==> src/rtl/fp_addsub_seq.sv <==
// Sequencer for an external FP add/sub unit: one operation in flight, done/timeout
// handling with a RECOVER guard against stale done, and a 2-entry result FIFO.
module fp_addsub_seq #(
  parameter int TIMEOUT_CYCLES = 16
) (
  input  logic        clk,
  input  logic        reset_n,
  input  logic        in_valid,
  output logic        in_ready,
  input  logic [31:0] in_a,
  input  logic [31:0] in_b,
  input  logic        in_op,
  output logic        fu_enable,
  output logic [31:0] fu_dataa,
  output logic [31:0] fu_datab,
  input  logic        fu_done,
  input  logic [31:0] fu_result,
  output logic        out_valid,
  input  logic        out_ready,
  output logic [31:0] out_result,
  output logic        out_timeout,
  output logic        busy
);

  localparam int CW = $clog2(TIMEOUT_CYCLES + 1);
  localparam logic [31:0] QNAN = 32'h7FC0_0000;

  typedef enum logic [1:0] {IDLE, BUSY, RECOVER} state_t;

  typedef struct packed {
    logic [31:0] result;
    logic        timeout;
  } entry_t;

  state_t        state;
  logic [CW-1:0] tcnt;
  entry_t        mem [2];
  logic          wptr, rptr;
  logic [1:0]    count;
  logic          accept, push, pop;
  entry_t        push_e;

  assign in_ready = (state == IDLE) && (count < 2'd2);
  assign accept   = in_valid && in_ready;

  // tcnt holds the number of BUSY cycles already completed, so the edge that
  // ends the TIMEOUT_CYCLES-th BUSY cycle sees TIMEOUT_CYCLES-1; done still wins there.
  assign push = (state == BUSY) && (fu_done || (tcnt == CW'(TIMEOUT_CYCLES - 1)));

  always_comb begin
    push_e = '0;
    if (fu_done) push_e = '{result: fu_result, timeout: 1'b0};
    else         push_e = '{result: QNAN,      timeout: 1'b1};
  end

  always_ff @(posedge clk or negedge reset_n) begin
    if (!reset_n) begin
      state     <= IDLE;
      fu_enable <= 1'b0;
      busy      <= 1'b0;
      fu_dataa  <= '0;
      fu_datab  <= '0;
      tcnt      <= '0;
    end else begin
      case (state)
        IDLE: if (accept) begin
          fu_dataa  <= in_a;
          fu_datab  <= {in_b[31] ^ in_op, in_b[30:0]};
          tcnt      <= '0;
          state     <= BUSY;
          fu_enable <= 1'b1;
          busy      <= 1'b1;
        end
        BUSY: if (push) begin
          state     <= RECOVER;
          fu_enable <= 1'b0;
        end else begin
          tcnt <= tcnt + 1'b1;
        end
        RECOVER: if (!fu_done) begin
          state <= IDLE;
          busy  <= 1'b0;
        end
        default: begin
          state     <= IDLE;
          fu_enable <= 1'b0;
          busy      <= 1'b0;
        end
      endcase
    end
  end

  assign out_valid                 = (count != 2'd0);
  assign {out_result, out_timeout} = mem[rptr];
  assign pop                       = out_valid && out_ready;

  always_ff @(posedge clk or negedge reset_n) begin
    if (!reset_n) begin
      mem[0] <= '0;
      mem[1] <= '0;
      wptr   <= 1'b0;
      rptr   <= 1'b0;
      count  <= '0;
    end else begin
      if (push) begin
        mem[wptr] <= push_e;
        wptr      <= ~wptr;
      end
      if (pop) rptr <= ~rptr;
      case ({push, pop})
        2'b10:   count <= count + 1'b1;
        2'b01:   count <= count - 1'b1;
        default: count <= count;
      endcase
    end
  end

endmodule

==> config.mk <==
export PLATFORM = sky130hd
export DESIGN_NAME = fp_addsub_seq
export DESIGN_NICKNAME = d
export VERILOG_FILES = /design/src/rtl/fp_addsub_seq.sv
export SDC_FILE = /design/constraint.sdc
export NUM_CORES = 1
export LEC_CHECK = 0
export ABC_AREA = 1
export ABC_CLOCK_PERIOD_IN_PS = 6300
export CORE_MARGIN = 1
export CORE_UTILIZATION = 50
export CTS_BUF_LIST = sky130_fd_sc_hd__clkbuf_16
export CTS_CLUSTER_SIZE = 16
export DETAILED_ROUTE_END_ITERATION = 7
export GPL_ROUTABILITY_DRIVEN = 1
export PLACE_DENSITY = 0.85
export SLEW_MARGIN = 20
export SYNTH_ARGS = -nofsm -noshare
export SYNTH_HDL_FRONTEND = slang
export SYNTH_SLANG_ARGS = --single-unit
==> constraint.sdc <==
create_clock -name clk -period 6.3 [get_ports clk]
set_input_delay 0.945 -clock clk [delete_from_list [all_inputs] [get_ports clk]]
set_output_delay 0.945 -clock clk [all_outputs]
set_load 0.01 [all_outputs]
==> reports/results.txt <==
The most used cell along the critical path was sky130_fd_sc_hd__nand2_1. Net switching is 36.58% of the power. For the final number of hold-violating endpoints, the log shows 0. The die footprint was 13300 sq um.

For this run, the post-layout net count is 1096. The logs give 968 for the count of filler cells inserted in the layout and 0.8077 for the final weighted congestion of routability-driven global placement. The run gives 5617 as the number of vias after detailed routing. The tools report the number of endpoints failing setup at the final stage as 0. In the routed design, unresolved DRC markers number 0.

After floorplanning, the core was divided into 41 placement rows. Critical setup path kind: reg2out. The logs give 10880 um for the post-DP HPWL and 4.769 nW for the leakage power summed over all cells.

The worst min-delay path category was reg2reg. Along the worst path, the maximum fanout reaches 34. Setup repair after global routing left no endpoint under its margin. The peak-usage layer in the global routing report was met2.

For this run, global-route usage on met2 was measured as 42.83%. Buffers placed on the I/O ports in this run total 202. The average instance in the mapped netlist occupies 7.949 sq um. After technology mapping, the gate count stands at 808. The tools report the count of final max-slew check failures as 0. Across all setup checks in the final design, the least slack found is 2.382 ns. At the later pin of the worst-skew pair, clock insertion delay measures 0.42 ns. Counting every sink on the clock net gives 143. TritonCTS built the clock tree. After detailed routing, the total wire length is 16680 um. The analysis attributes to net switching a power of 1.564 mW. Relative to the synthesized area, the layout overhead comes to 39.94%. STA classifies the critical path endpoint as an output pin.

After detailed routing, the average wire length per cell comes to 14.18 um. The clock network accounts for 20.7% of the total power. The number of setup buffers added after CTS is 0.

After global routing the overflow that remains totals 0. For the worst setup path, the data required time is 5.35 ns. In this run the count of I/O pins placed on the die edge is 203. The post-route netlist has 4.482% of its cells at a drive strength greater than 1.

The clock-pin transition on the worst setup and hold timing paths was 0.05 ns. The number of warnings reported in the yosys synthesis log is 0. For this design, the slowest cell found on the critical path is sky130_fd_sc_hd__clkinv_1. The floorplan step set the die width to 115.3 um. The total power divided by cell area was 475.8 nW/um^2. For the final database, setup skew stands at 0.007103 ns. Max-cap violations in this run came to 0.

In this run, distinct cell masters in the synthesized netlist total 23. Sequential elements use 55.72% of the synthesized area. Measured along the y axis, the die boundary spans 115.3 um.

The transition time at the pin with the least slew margin was 1.085 ns. The internal portion of total power was 2.712 mW; the total global routing track utilization was 26.63%. The region available for standard cell placement spans 12570 sq um.

Worst setup slack before clock tree synthesis: 2.739 ns. In this run the remaining antenna-violating nets after routing total 0. The tools report the worst max-slew margin expressed relative to the limit as 27.21%. For met1 alone, demand over resource in global routing was 31.71%. For the initial antenna violation count, the log shows 0. The library cells used most frequently in the layout, excluding fill and tap cells, are sky130_fd_sc_hd__nand2_1, sky130_fd_sc_hd__clkdlybuf4s50_1, sky130_fd_sc_hd__dfrtp_1. The number of nets handed over by synthesis was 913.

The library cell used most frequently in the layout, excluding fill and tap cells, is sky130_fd_sc_hd__nand2_1. Clock tree synthesis selected as its root buffer the cell sky130_fd_sc_hd__clkbuf_16. For the total clock buffers created by CTS, the log shows 17.

The signal on the critical path passes through buf_4, clkinv_1, nand2_1, nand2_1, clkdlybuf4s50_1. The relative contribution of combinational cells to total power is 43.2%. The number of vias per cell after detailed routing is 4.776. The tools report the startpoint type of the worst setup path as a register. Hold repair after CTS inserted 0 buffers. The tools report the post-synth design cell area as 6422 sq um. The post-route standard cell area excluding fillers was 8987 sq um. The worst-case IR drop observed on VDD is 0.0003249 V. For the final routed database, the setup TNS stands at 0 ns. The clock tree synthesis step divided the H-tree into 4 levels. Global routing used 10.60% of the available met3 tracks. Static timing analysis puts the maximum clock frequency at 255.2 MHz.

The smallest clock period supported by the final layout is computed as 3.918 ns. The arrival time of data at the critical path endpoint came out at 2.97 ns. The number of global-route vias before repair was 5348. Once placement finished, the instance area stood at 8472 sq um.

The run gives 0 as the number of cells upsized or downsized after cts. Largest incremental delay on the critical path: 0.95 ns. Of the available clock period, the critical path in the final layout requires 62.19%.

For this configuration, the core starts out at a cell density of 51.10%. The largest net degree at the start of global routing was 89. The number of diodes came out at 0. The tools report the worst-case clock buffer depth as 2.

In this run, flip-flops and latches consume 36.1% of the power. The flow ran to the end, and the final reports show no timing, DRC or antenna violations. The logs give 416 for the violation count after the first detailed-routing iteration and 5 for the number of optimization iterations in the first detailed-route pass.

The wire length of the first global-routing pass is 26500 um, and the flip-flop and latch count after synthesis is 143.
[flip-flops by register name (all words and copies together) (netlist names)]
register,cells
rptr,1
count,2
tcnt,5
busy,1
fu_dataa,32
fu_enable,1
mem,66
wptr,1
state,2
fu_datab,32
[cell type report]
type                            count  area (sq um)  share of cell area [%]
Clock buffer                       17         425.4                   4.733
Clock inverter                     15         90.09                   1.002
Inverter                          102         382.9                   4.260
Multi-Input combinational cell    518          2220                   24.70
Sequential cell                   143          3578                   39.82
Tap cell                          172         215.2                   2.395
Timing Repair Buffer              209          2076                   23.10
[power groups by stage]
| stage | Combinational, mW | Clock, mW | Sequential [mW] |
|---|---|---|---|
| after floorplan | 0.857 | 0 | 1.60 |
| after global placement | 1.80 | 0 | 1.54 |
| after detailed placement | 1.84 | 0 | 1.54 |
| after CTS | 1.86 | 0.900 | 1.54 |
| after global routing | 2.05 | 0.937 | 1.59 |
| final | 1.85 | 0.885 | 1.55 |
[layer usage]
layer	share of wire (%)	wire length (um)
met5	0	0
met4	2.2	360
met3	9.3	1551
met2	49	8167
met1	40	6599
[synthesized netlist by cell type (all sizes together)]
master  count  area, sq um
clkbuf     24        91.33
xnor2       2        17.52
nor3        1        5.000
xor2        1        8.760
nor2        9        43.80
o21ai      65        325.3
inv       100        375.4
nand3      75        380.4
ha          3        37.54
buf        21        157.7
nand2     350         1319
dfrtp     143         3578
or2        10        62.56
clkinv      2        7.510
nand4       2        12.51
[final timing paths]
check / cells past startpoint / slack (ns) / start / to
max: 5 / 2.38 / rptr$_DFFE_PN0P_ / out_result[7]
min: 2 / 0.47 / mem[27]$_DFFE_PN0P_ / mem[27]$_DFFE_PN0P_
max reg2reg: 9 / 3.52 / tcnt[0]$_DFFE_PN0P_ / mem[39]$_DFFE_PN0P_
min reg2reg: 2 / 0.47 / mem[27]$_DFFE_PN0P_ / mem[27]$_DFFE_PN0P_
max in group asynchronous: 2 / 4.48 / reset_n / fu_datab[24]$_DFFE_PN0P_
min in group asynchronous: 1 / 0.58 / reset_n / mem[60]$_DFFE_PN0P_
[through the flow]
step | util (%) | total power [mW] | hold slack (ns) | instances
2_1_floorplan | - | 2.460 | 0.4417 | 808
5_1_grt | 71.51 | 4.577 | 0.4890 | 1176
6_report | 71.51 | 4.276 | 0.4697 | 1176
3_3_place_gp | 67.41 | 3.336 | 0.4539 | 1144
3_5_place_dp | 67.41 | 3.385 | 0.4584 | 1144
4_1_cts | 71.51 | 4.302 | 0.4724 | 1176
[worst max-delay path: cells and delay by family, from the launching register on]
family	cells	cell delay (ns)
AND/OR/NAND/NOR	2	0.40
buffers and inverters	3	1.80
flip-flops	1	0.32
[cell families (layout without fill, tap and decap cells)]
logic type | after synthesis | count (layout) | synth area share, %
simple gates | 447 | 447 | 28.38
buf+inv | 147 | 343 | 9.838
flops | 143 | 143 | 55.72
compound gates | 65 | 65 | 5.065
fa+ha+maj | 3 | 3 | 0.5845
xor+xnor | 3 | 3 | 0.4092
Power figures use the tool's default switching activity.
